`config.mk`:
```
export PLATFORM = sky130hd
export DESIGN_NAME = simul_axi_read_arb
export DESIGN_NICKNAME = d
export VERILOG_FILES = /design/src/rtl/simul_axi_pkg.sv /design/src/rtl/simul_axi_order_fifo.sv /design/src/rtl/simul_axi_read_arb.sv
export SDC_FILE = /design/constraint.sdc
export NUM_CORES = 1
export LEC_CHECK = 0
export CAP_MARGIN = 5
export CORE_MARGIN = 2
export CORE_UTILIZATION = 54
export CTS_CLUSTER_DIAMETER = 150
export CTS_CLUSTER_SIZE = 12
export DETAILED_ROUTE_END_ITERATION = 10
export DONT_BUFFER_PORTS = 1
export PLACE_DENSITY_LB_ADDON = 0.05
export SLEW_MARGIN = 20
export SYNTH_ARGS = -nofsm -noshare
export SYNTH_HDL_FRONTEND = slang
export SYNTH_SLANG_ARGS = --single-unit
```
`constraint.sdc`:
```
create_clock -name clk -period 7.54 [get_ports clk]
set_input_delay 1.508 -clock clk [delete_from_list [all_inputs] [get_ports clk]]
set_output_delay 1.508 -clock clk [all_outputs]
set_load 0.02 [all_outputs]
```
`src/rtl/simul_axi_pkg.sv`:
```
// Shared defaults and helpers for the simulation-side AXI read arbiter.
// The owner-id width and the FIFO pointer widths are all derived through clog2.
package simul_axi_pkg;

    localparam int NUM_REQ_DEF     = 4;
    localparam int ORDER_DEPTH_DEF = 16;
    localparam int ADDR_WIDTH_DEF  = 10;
    localparam int LEN_WIDTH_DEF   = 4;

    // Ceiling log2; callers only pass n >= 2, so the result is at least 1.
    function automatic int clog2(input int n);
        int r;
        r = 0;
        for (int i = 0; i < 31; i++) begin
            if ((1 << i) < n) r = i + 1;
        end
        return r;
    endfunction

endpackage

```
`src/rtl/simul_axi_order_fifo.sv`:
```
// FIFO of {owner id, burst length} entries, in the order the AR channel accepted them.
// The head entry is read combinationally so that returning beats can be routed in the same cycle.
module simul_axi_order_fifo
    import simul_axi_pkg::*;
#(
    parameter int WIDTH = 8,
    parameter int DEPTH = 16
) (
    input  logic                     clk,
    input  logic                     rst_n,
    input  logic                     push,
    input  logic [WIDTH-1:0]         push_data,
    input  logic                     pop,
    output logic [WIDTH-1:0]         head_data,
    output logic                     full,
    output logic                     empty,
    output logic [clog2(DEPTH):0]    count
);

    localparam int AW = clog2(DEPTH);

    logic [WIDTH-1:0] mem [DEPTH];
    logic [AW-1:0]    wr_ptr_q, wr_ptr_d;
    logic [AW-1:0]    rd_ptr_q, rd_ptr_d;
    logic [AW:0]      count_q, count_d;
    logic             do_push, do_pop;

    assign full      = (count_q == (AW+1)'(DEPTH));
    assign empty     = (count_q == '0);
    assign count     = count_q;
    assign head_data = mem[rd_ptr_q];

    // A push into a full FIFO is still accepted when the head leaves in the same cycle.
    assign do_push = push & (~full | pop);
    assign do_pop  = pop & ~empty;

    always_comb begin
        wr_ptr_d = wr_ptr_q;
        rd_ptr_d = rd_ptr_q;
        count_d  = count_q;
        if (do_push) wr_ptr_d = wr_ptr_q + 1'b1;
        if (do_pop)  rd_ptr_d = rd_ptr_q + 1'b1;
        case ({do_push, do_pop})
            2'b10:   count_d = count_q + 1'b1;
            2'b01:   count_d = count_q - 1'b1;
            default: count_d = count_q;
        endcase
    end

    always_ff @(posedge clk or negedge rst_n) begin
        if (!rst_n) begin
            wr_ptr_q <= '0;
            rd_ptr_q <= '0;
            count_q  <= '0;
        end else begin
            wr_ptr_q <= wr_ptr_d;
            rd_ptr_q <= rd_ptr_d;
            count_q  <= count_d;
        end
    end

    always_ff @(posedge clk) begin
        if (do_push) mem[wr_ptr_q] <= push_data;
    end

endmodule

```
`src/rtl/simul_axi_read_arb.sv`:
```
// Round-robin arbiter sharing one AXI read address channel between NUM_REQ requesters,
// routing returned beats back to the owner of each burst and checking RLAST against the burst length.
module simul_axi_read_arb
    import simul_axi_pkg::*;
#(
    parameter int NUM_REQ     = NUM_REQ_DEF,
    parameter int ORDER_DEPTH = ORDER_DEPTH_DEF,
    parameter int ADDR_WIDTH  = ADDR_WIDTH_DEF,
    parameter int LEN_WIDTH   = LEN_WIDTH_DEF
) (
    input  logic                            clk,
    input  logic                            rst_n,
    input  logic [NUM_REQ-1:0]              req_valid,
    input  logic [NUM_REQ*ADDR_WIDTH-1:0]   req_addr,
    input  logic [NUM_REQ*LEN_WIDTH-1:0]    req_len,
    output logic [NUM_REQ-1:0]              req_ready,
    output logic                            ar_valid,
    output logic [ADDR_WIDTH-1:0]           ar_addr,
    output logic [LEN_WIDTH-1:0]            ar_len,
    input  logic                            ar_ready,
    input  logic                            data_stb,
    input  logic                            last,
    output logic [NUM_REQ-1:0]              rd_stb,
    output logic                            rd_last,
    output logic [clog2(ORDER_DEPTH):0]     outstanding,
    output logic                            err
);

    localparam int ID_W  = clog2(NUM_REQ);
    localparam int ENT_W = ID_W + LEN_WIDTH;

    logic [ADDR_WIDTH-1:0] addr_arr [NUM_REQ];
    logic [LEN_WIDTH-1:0]  len_arr  [NUM_REQ];

    logic                  ar_valid_q, ar_valid_d;
    logic [ADDR_WIDTH-1:0] ar_addr_q, ar_addr_d;
    logic [LEN_WIDTH-1:0]  ar_len_q, ar_len_d;
    logic [ID_W-1:0]       ar_id_q, ar_id_d;
    logic [ID_W-1:0]       ptr_q, ptr_d;
    logic [LEN_WIDTH-1:0]  cnt_q, cnt_d;
    logic                  err_q, err_d;

    logic                  grant_ok, win_found, grant;
    logic [ID_W-1:0]       win_id;
    logic                  ar_xfer;

    logic [ENT_W-1:0]      fifo_head;
    logic [ID_W-1:0]       head_id;
    logic [LEN_WIDTH-1:0]  head_len;
    logic                  fifo_full, fifo_empty, pop;
    logic [clog2(ORDER_DEPTH):0] fifo_count;

    genvar gi;
    generate
        for (gi = 0; gi < NUM_REQ; gi++) begin : g_req
            assign addr_arr[gi] = req_addr[gi*ADDR_WIDTH +: ADDR_WIDTH];
            assign len_arr[gi]  = req_len[gi*LEN_WIDTH +: LEN_WIDTH];
            assign rd_stb[gi]   = data_stb & ~fifo_empty & (int'(head_id) == gi);
        end
    endgenerate

    assign ar_xfer  = ar_valid_q & ar_ready;
    assign {head_id, head_len} = fifo_head;
    assign rd_last  = ~fifo_empty & (cnt_q == head_len);
    assign pop      = data_stb & rd_last;

    // A transferring slot still counts toward capacity, so the FIFO can never be pushed while full.
    // Gating with rst_n keeps req_ready low for the whole reset interval.
    assign grant_ok = rst_n & (~ar_valid_q | ar_ready)
                    & ((int'(fifo_count) + int'(ar_valid_q)) < ORDER_DEPTH);

    always_comb begin
        win_found = 1'b0;
        win_id    = '0;
        for (int k = 0; k < NUM_REQ; k++) begin
            if (!win_found && req_valid[(int'(ptr_q) + k) % NUM_REQ]) begin
                win_found = 1'b1;
                win_id    = ID_W'((int'(ptr_q) + k) % NUM_REQ);
            end
        end
        grant     = grant_ok & win_found;
        req_ready = '0;
        if (grant) req_ready[win_id] = 1'b1;
    end

    always_comb begin
        ar_valid_d = ar_valid_q;
        ar_addr_d  = ar_addr_q;
        ar_len_d   = ar_len_q;
        ar_id_d    = ar_id_q;
        ptr_d      = ptr_q;
        if (ar_xfer) ar_valid_d = 1'b0;
        if (grant) begin
            ar_valid_d = 1'b1;
            ar_addr_d  = addr_arr[win_id];
            ar_len_d   = len_arr[win_id];
            ar_id_d    = win_id;
            ptr_d      = (int'(win_id) == NUM_REQ - 1) ? '0 : win_id + 1'b1;
        end
    end

    always_comb begin
        cnt_d = cnt_q;
        if (data_stb && !fifo_empty) cnt_d = rd_last ? '0 : cnt_q + 1'b1;
        err_d = data_stb & (fifo_empty | (last != rd_last));
    end

    always_ff @(posedge clk or negedge rst_n) begin
        if (!rst_n) begin
            ar_valid_q <= 1'b0;
            ar_addr_q  <= '0;
            ar_len_q   <= '0;
            ar_id_q    <= '0;
            ptr_q      <= '0;
            cnt_q      <= '0;
            err_q      <= 1'b0;
        end else begin
            ar_valid_q <= ar_valid_d;
            ar_addr_q  <= ar_addr_d;
            ar_len_q   <= ar_len_d;
            ar_id_q    <= ar_id_d;
            ptr_q      <= ptr_d;
            cnt_q      <= cnt_d;
            err_q      <= err_d;
        end
    end

    simul_axi_order_fifo #(
        .WIDTH (ENT_W),
        .DEPTH (ORDER_DEPTH)
    ) u_order_fifo (
        .clk       (clk),
        .rst_n     (rst_n),
        .push      (ar_xfer),
        .push_data ({ar_id_q, ar_len_q}),
        .pop       (pop),
        .head_data (fifo_head),
        .full      (fifo_full),
        .empty     (fifo_empty),
        .count     (fifo_count)
    );

    assign ar_valid    = ar_valid_q;
    assign ar_addr     = ar_addr_q;
    assign ar_len      = ar_len_q;
    assign outstanding = fifo_count;
    assign err         = err_q;

endmodule

```
==> results of run 1 <==
-- per-stage QoR --
step	hold slack, ns	setup slack (ns)	area [µm²]	power, µW	util
after floorplan	0.4713	3.009	6370	1744	-
after global placement	0.5034	2.662	6456	1909	0.5630
after detailed placement	0.5299	2.622	6456	1936	0.5630
after CTS	0.5443	2.468	7044	2754	0.6143
after global routing	0.5696	2.331	7044	2903	0.6143
final	0.5410	2.469	7044	2736	0.6143
-- per-layer routing --
layer,up-vias,GRT usage
met5,-,0
met4,0,0.07073
met3,10,0.05832
met1,1977,0.3262
li1,1897,-
met2,111,0.3517
-- where the power goes --
group | internal, µW | switching [µW] | total [µW] | leakage [µW]
sequential | 978 | 243 | 1220 | 0.00133
combinational | 285 | 412 | 697 | 0.00104
clock | 515 | 303 | 818 | 0.000287
total | 1780 | 958 | 2740 | 0.00265
-- area by class of cell --
| class | count | area [µm²] |
|---|---|---|
| Fill cell | 872 | 4423 |
| Timing Repair Buffer | 6 | 45.04 |
| Multi-Input combinational cell | 354 | 2379 |
| Sequential cell | 133 | 3809 |
| Clock inverter | 15 | 162.7 |
| Inverter | 12 | 45.04 |
| Tap cell | 143 | 178.9 |
| Clock buffer | 17 | 425.4 |
-- critical path: cells and delay by family (launching register included) --
family,cells,cell delay (ns)
and+or+nand+nor,3,1.05
DFF,1,1.03
muxes,2,0.91
xor gates and xnor gates,1,0.16
-- logic make-up (layout without fill, tap and decap cells) --
family / Yosys count / in the layout / share of synthesized area
AOI/OAI and AO/OA: 69 / 69 / 0.06187
xor gates and xnor gates: 14 / 14 / 0.01925
adders and majority gates: 14 / 14 / 0.02750
buffers and inverters: 42 / 50 / 0.03005
DFF: 133 / 133 / 0.5979
muxes: 35 / 35 / 0.1033
and+or+nand+nor: 222 / 222 / 0.1601
-- worst max path at each step --
stage	startpoint	end	slack [ns]	depth (start not counted)
3_3_place_gp	req_valid[0]	req_ready[0]	2.66	8
5_1_grt	u_order_fifo.rd_ptr_q[3]	rd_last	2.33	6
2_1_floorplan	req_valid[0]	req_ready[3]	3.01	8
6_report	u_order_fifo.rd_ptr_q[3]	rd_last	2.47	6
4_1_cts	u_order_fifo.rd_ptr_q[3]	rd_last	2.47	6
3_5_place_dp	req_valid[0]	req_ready[0]	2.62	8
-- flip-flops by register name, indices dropped and copies added, names as in the netlist --
name and flops:
u_order_fifo.rd_ptr_q 4, ar_id_q 2, ar_valid 1, u_order_fifo.wr_ptr_q 4, ptr_q 2, ar_len 4
u_order_fifo.count 5, err 1, u_order_fifo.mem 96, cnt_q 4, ar_addr 10
-- layout by cell type (no fill, tap or decap), types with 6 or more instances in the layout --
cell         n
nor2_2      10
ha_1        14
edfxtp_1    96
a21oi_1     11
nor3_1       8
inv_1       12
nand3_1     17
nor2b_1      7
clkbuf_16   17
o21ai_0     40
mux2i_1      8
nand2_1    127
dfrtp_1     37
nor2_1      23
mux4_2      23
buf_4        6
xor2_1       9
==> impl_metrics.tcl, run 1 <==
set metrics [dict create \
    status "finished clean" \
    ir_drop_mv 0.2076 \
    grt_max_degree 42 \
    num_rows 39 \
    holdCritStartpoint "ptr_q[0]" \
    powerDensity_mw_per_mm2 388.4 \
    synth_top_area_cell "edfxtp_1" \
    ff2ff_path_depth 15 \
    syn_avg_cell_area_um2 12.04 \
    syn_inst 529 \
    htreeDepth 4 \
    yosys.area.top_type_share 0.4526 \
    gp_congestion 0.7660 \
    wl_met2_mm 6.763 \
    hold_class "flop to flop" \
    finalCritPeriodShare 0.6726 \
    worst_slew_pin_slew_ns 1.052 \
    max-slew-margin-rel 0.2988 \
    regToRegEndpoint "u_order_fifo.count[4]" \
    grt_pass1_vias 3865 \
    synth_fp_nets 608 \
    min_to "ptr_q[0]" \
    rrSetupSlack_ns 2.87 \
    rsz0062_at_grt "no" \
    maxCapViolations 0 \
    syn-cell-area_mm2 0.006370 \
    tns_ns 0 \
    ant_nets 0 \
    dp_hpwl_mm 8.847 \
    wl_met1_mm 5.919 \
    dr.first_iter.drc_count 358 \
    antenna_found_initial 0 \
    diodes 0 \
    grt_overflow 0 \
    layout-drive-gt1-share 0.1378 \
    drtPass1Iterations 4 \
    setup_viol 0 \
    instances_no_fill 680 \
    ys_seq_area_frac 0.5979 \
    dr_wl_met3_um 935 \
    post-synth-top-count-cell "nand2_1" \
    placedCellCount 648 \
    start_util 0.5555 \
    end_kind "output pin" \
    port_buffers 0 \
    grt_usage 0.2290 \
    die_y_um 112.6 \
    worstPathMaxFanout 23 \
    min_period_ns 5.071 \
    clkSlewWorstSetupHoldPaths_ns 0.06 \
    r2r_start "u_order_fifo.rd_ptr_q[3]" \
    crit_type "flop to output pin" \
    ys_types 46 \
    crit_top_cell "mux4_2" \
    synthFlopType "edfxtp_1" \
    core_area_mm2 0.01147 \
    ctsResizeCount 0 \
    cts_buffer_depth 2 \
    nets 603 \
    cts_tree "done" \
    arrival_ns 3.56 \
    worstPathRequired_ns 6.03 \
    hold_buffers 0 \
    yosys_warnings 0 \
    clock.fmax_mhz 197.2 \
    ys_ff_latch 133 \
    max_stage_delay_ns 1.03 \
    die_w_um 112.6 \
    cts_buffers 17 \
    leakagePower_uw 0.002651 \
    clock_sinks 133 \
    drv_slew 0 \
    insertion_delay_ns 0.41 \
    drc 0 \
    setup.worst_path.start_class "flop" \
    yosys-top-cells-count "nand2_1 (127), edfxtp_1 (96), o21ai_0 (40), dfrtp_1 (37)" \
    crit_chain "mux4_2, mux4_2, xor2_1, nor2_1, and3_1, nor2b_1" \
    hold_depth 2 \
    synth_edf_count 96 \
    vias 3995 \
    grt_pass1_wl_mm 21.54 \
    async_flop_share 0.2782 \
    route.detailed.wl_per_inst_um 20.23 \
    synthTopCellsByArea "edfxtp_1 (45%), dfrtp_1 (15%), mux4_2 (8.1%)" \
    routed_via_density 5.875 \
    syn_to_final_growth_pct 10.59 \
    pin_count 95 \
    finalHoldViolations 0 \
    top_layer "met4" \
    post_cts_buffers 0 \
    crit_slowest_cell "dfrtp_1" \
    fin_worst_skew_ns 0.008672 \
    dieArea_mm2 0.01268 \
    root_buffer "clkbuf_16" \
    wirelength_mm 13.75 \
]
Power figures use the tool's default switching activity.
==> run 2, diff against run 1 <==
==> constraint.sdc (replaced) <==
create_clock -name clk -period 4.7 [get_ports clk]
set_input_delay 0.94 -clock clk [delete_from_list [all_inputs] [get_ports clk]]
set_output_delay 0.94 -clock clk [all_outputs]
set_load 0.02 [all_outputs]
==> run 2 against run 1 <==
Global-route usage shrank 0.24 points; cell area grew 0.60%; sequential share of layout area shrank 0.32 points; wire length shrank 1.6%; clock power grew 55%; via count grew 1.1%; count of clock-buffer cells in the layout grew 2; critical endpoint is now u_order_fifo.count[4]; cell count grew 1.3%; utilization grew 0.37 points; worst setup slack lost 2.1 ns; largest cell class unchanged.
==> impl_metrics.tcl, run 2 (same netlist as run 1, synthesis figures left out) <==
set metrics [dict create \
    use_met1 0.3174 \
    use_met2 0.3413 \
    clkSlewWorstSetupHoldPaths_ns 0.06 \
    max-slew-margin-rel 0.4529 \
    status "finished clean" \
    die_y_um 112.6 \
    clock_sinks 133 \
    dr.first_iter.drc_count 248 \
    grt_usage 0.2266 \
    drv_slew 0 \
    regMostFlops "u_order_fifo.mem" \
    grt_pass1_vias 3674 \
    tns_ns 0 \
    vias 4039 \
    fillers 890 \
    leakagePower_uw 0.002673 \
    crit_type "flop to flop" \
    setup.worst_path.start_class "flop" \
    die_w_um 112.6 \
    hold_class "input port to async pin" \
    drtPass1Iterations 5 \
    largest_register_ffs 96 \
    cts_tree "done" \
    worstPathRequired_ns 5.00 \
    grt_max_degree 42 \
    drc 0 \
    hold_buffers 0 \
    final-seq-area_mm2 0.003809 \
    insertion_delay_ns 0.43 \
    ant_nets 0 \
    max_stage_delay_ns 0.67 \
    cts_buffers 17 \
    start_util 0.5555 \
    rsz0062_at_grt "no" \
    whs_ns 0.2025 \
    core_area_mm2 0.01147 \
    finalCritPeriodShare 0.9114 \
    ir_drop_mv 0.3590 \
    crit_slowest_cell "dfrtp_1" \
    nets 611 \
    finalHoldViolations 0 \
    crit_chain "mux4_1, mux4_2, xor2_1, nor2_1, and4_1, o21ai_1, ha_1, xor2_1, ha_1, o21ai_0, a21oi_1, a21oi_1, xor2_1, nor2_1, xor2_1" \
    post_cts_buffers 0 \
    clock.fmax_mhz 233.5 \
    ctsResizeCount 0 \
    route.detailed.wl_per_inst_um 19.65 \
    grt_overflow 0 \
    pin_count 95 \
    routed_via_density 5.862 \
    setup_viol 0 \
    grt_most_used_layer "met2" \
    final_cell_mix "nand2_1 (127), edfxtp_1 (96), o21ai_0 (40), dfrtp_1 (37)" \
    powerDensity_mw_per_mm2 613.5 \
    fin_util 0.6180 \
    layout_setup_ws_ns 0.4166 \
    worst_slew_pin_slew_ns 0.8176 \
    cts_buffer_depth 2 \
    layout.cells.most_common "nand2_1" \
    fin_worst_skew_ns 0.01030 \
    grtUsageMet3 0.06263 \
    dieArea_mm2 0.01268 \
    end_kind "flop" \
    multiInputGateArea_mm2 0.002379 \
    crit_top_cell "xor2_1" \
    gp_congestion 0.8162 \
    wirelength_mm 13.54 \
    min_period_ns 4.283 \
    syn_to_final_growth_pct 11.26 \
    grt_pass1_wl_mm 20.75 \
    maxCapViolations 0 \
    worstPathMaxFanout 11 \
    htreeDepth 4 \
    root_buffer "clkbuf_16" \
    dp_slack_ns 0.4436 \
    num_rows 39 \
    port_buffers 0 \
    antenna_found_initial 0 \
    dp_hpwl_mm 9.130 \
    arrival_ns 4.58 \
    rrSetupSlack_ns 0.42 \
    layout-drive-gt1-share 0.1523 \
]
[run 2: changes by cell type in the layout (fill, tap and decap cells not counted)]
cell	delta
clkinv_1	-3
bufinv_16	-1
clkinvlp_4	+3
clkbuf_1	+2
buf_4	+8
diode_2	+1
clkinv_4	-1
[run 2: area by class of cell]
cell class                 count  share of cell area
timing repair buffer          14             0.01483
inverter                      12            0.006356
sequential                   133              0.5374
multi-input combinational    354              0.3356
antenna                        1           0.0003531
clock buffer                  19             0.06109
tap                          143             0.02525
clock inverter                13             0.01907
[run 2: power by group]
| group | switching [µW] | leakage (µW) | internal, µW |
|---|---|---|---|
| Combinational | 628 | 0.00108 | 475 |
| Clock | 494 | 0.000267 | 776 |
| Sequential | 407 | 0.00133 | 1570 |
| Total | 1530 | 0.00267 | 2820 |
[run 2: metal layers]
layer	wire, µm	part of all wire	vias to the layer above
met4	173	0.013	0
li1	-	-	1914
met1	5980	0.44	1989
met5	0	0	-
met3	858	0.063	17
met2	6524	0.48	119
[run 2: critical path: cells and delay by family (launching register included)]
family	cells	cell delay, ns
adders and majority gates	2	0.56
AOI/OAI and AO/OA	4	0.62
xor gates and xnor gates	4	0.63
and+or+nand+nor	3	0.58
muxes	2	1.10
DFF	1	0.67
[run 2: path summary, 6_finish.rpt]
path                                                from               endpoint  depth (start not counted)
min in group clk                               ar_len[2]              ar_len[2]                          2
worst min register to register                 ar_len[2]              ar_len[2]                          2
worst max-delay path            u_order_fifo.rd_ptr_q[1]  u_order_fifo.count[4]                         15
max in group asynchronous                          rst_n             ar_id_q[0]                          0
worst max register to register  u_order_fifo.rd_ptr_q[1]  u_order_fifo.count[4]                         15
worst min-delay path                               rst_n             ar_addr[3]                          0
[run 2: metrics by stage]
stage	instances	power, µW	instance area [µm²]
after floorplan	529	2799	6370
after global placement	656	3083	6516
after detailed placement	656	3115	6516
after CTS	688	4391	7084
after global routing	688	4607	7084
final	689	4348	7087
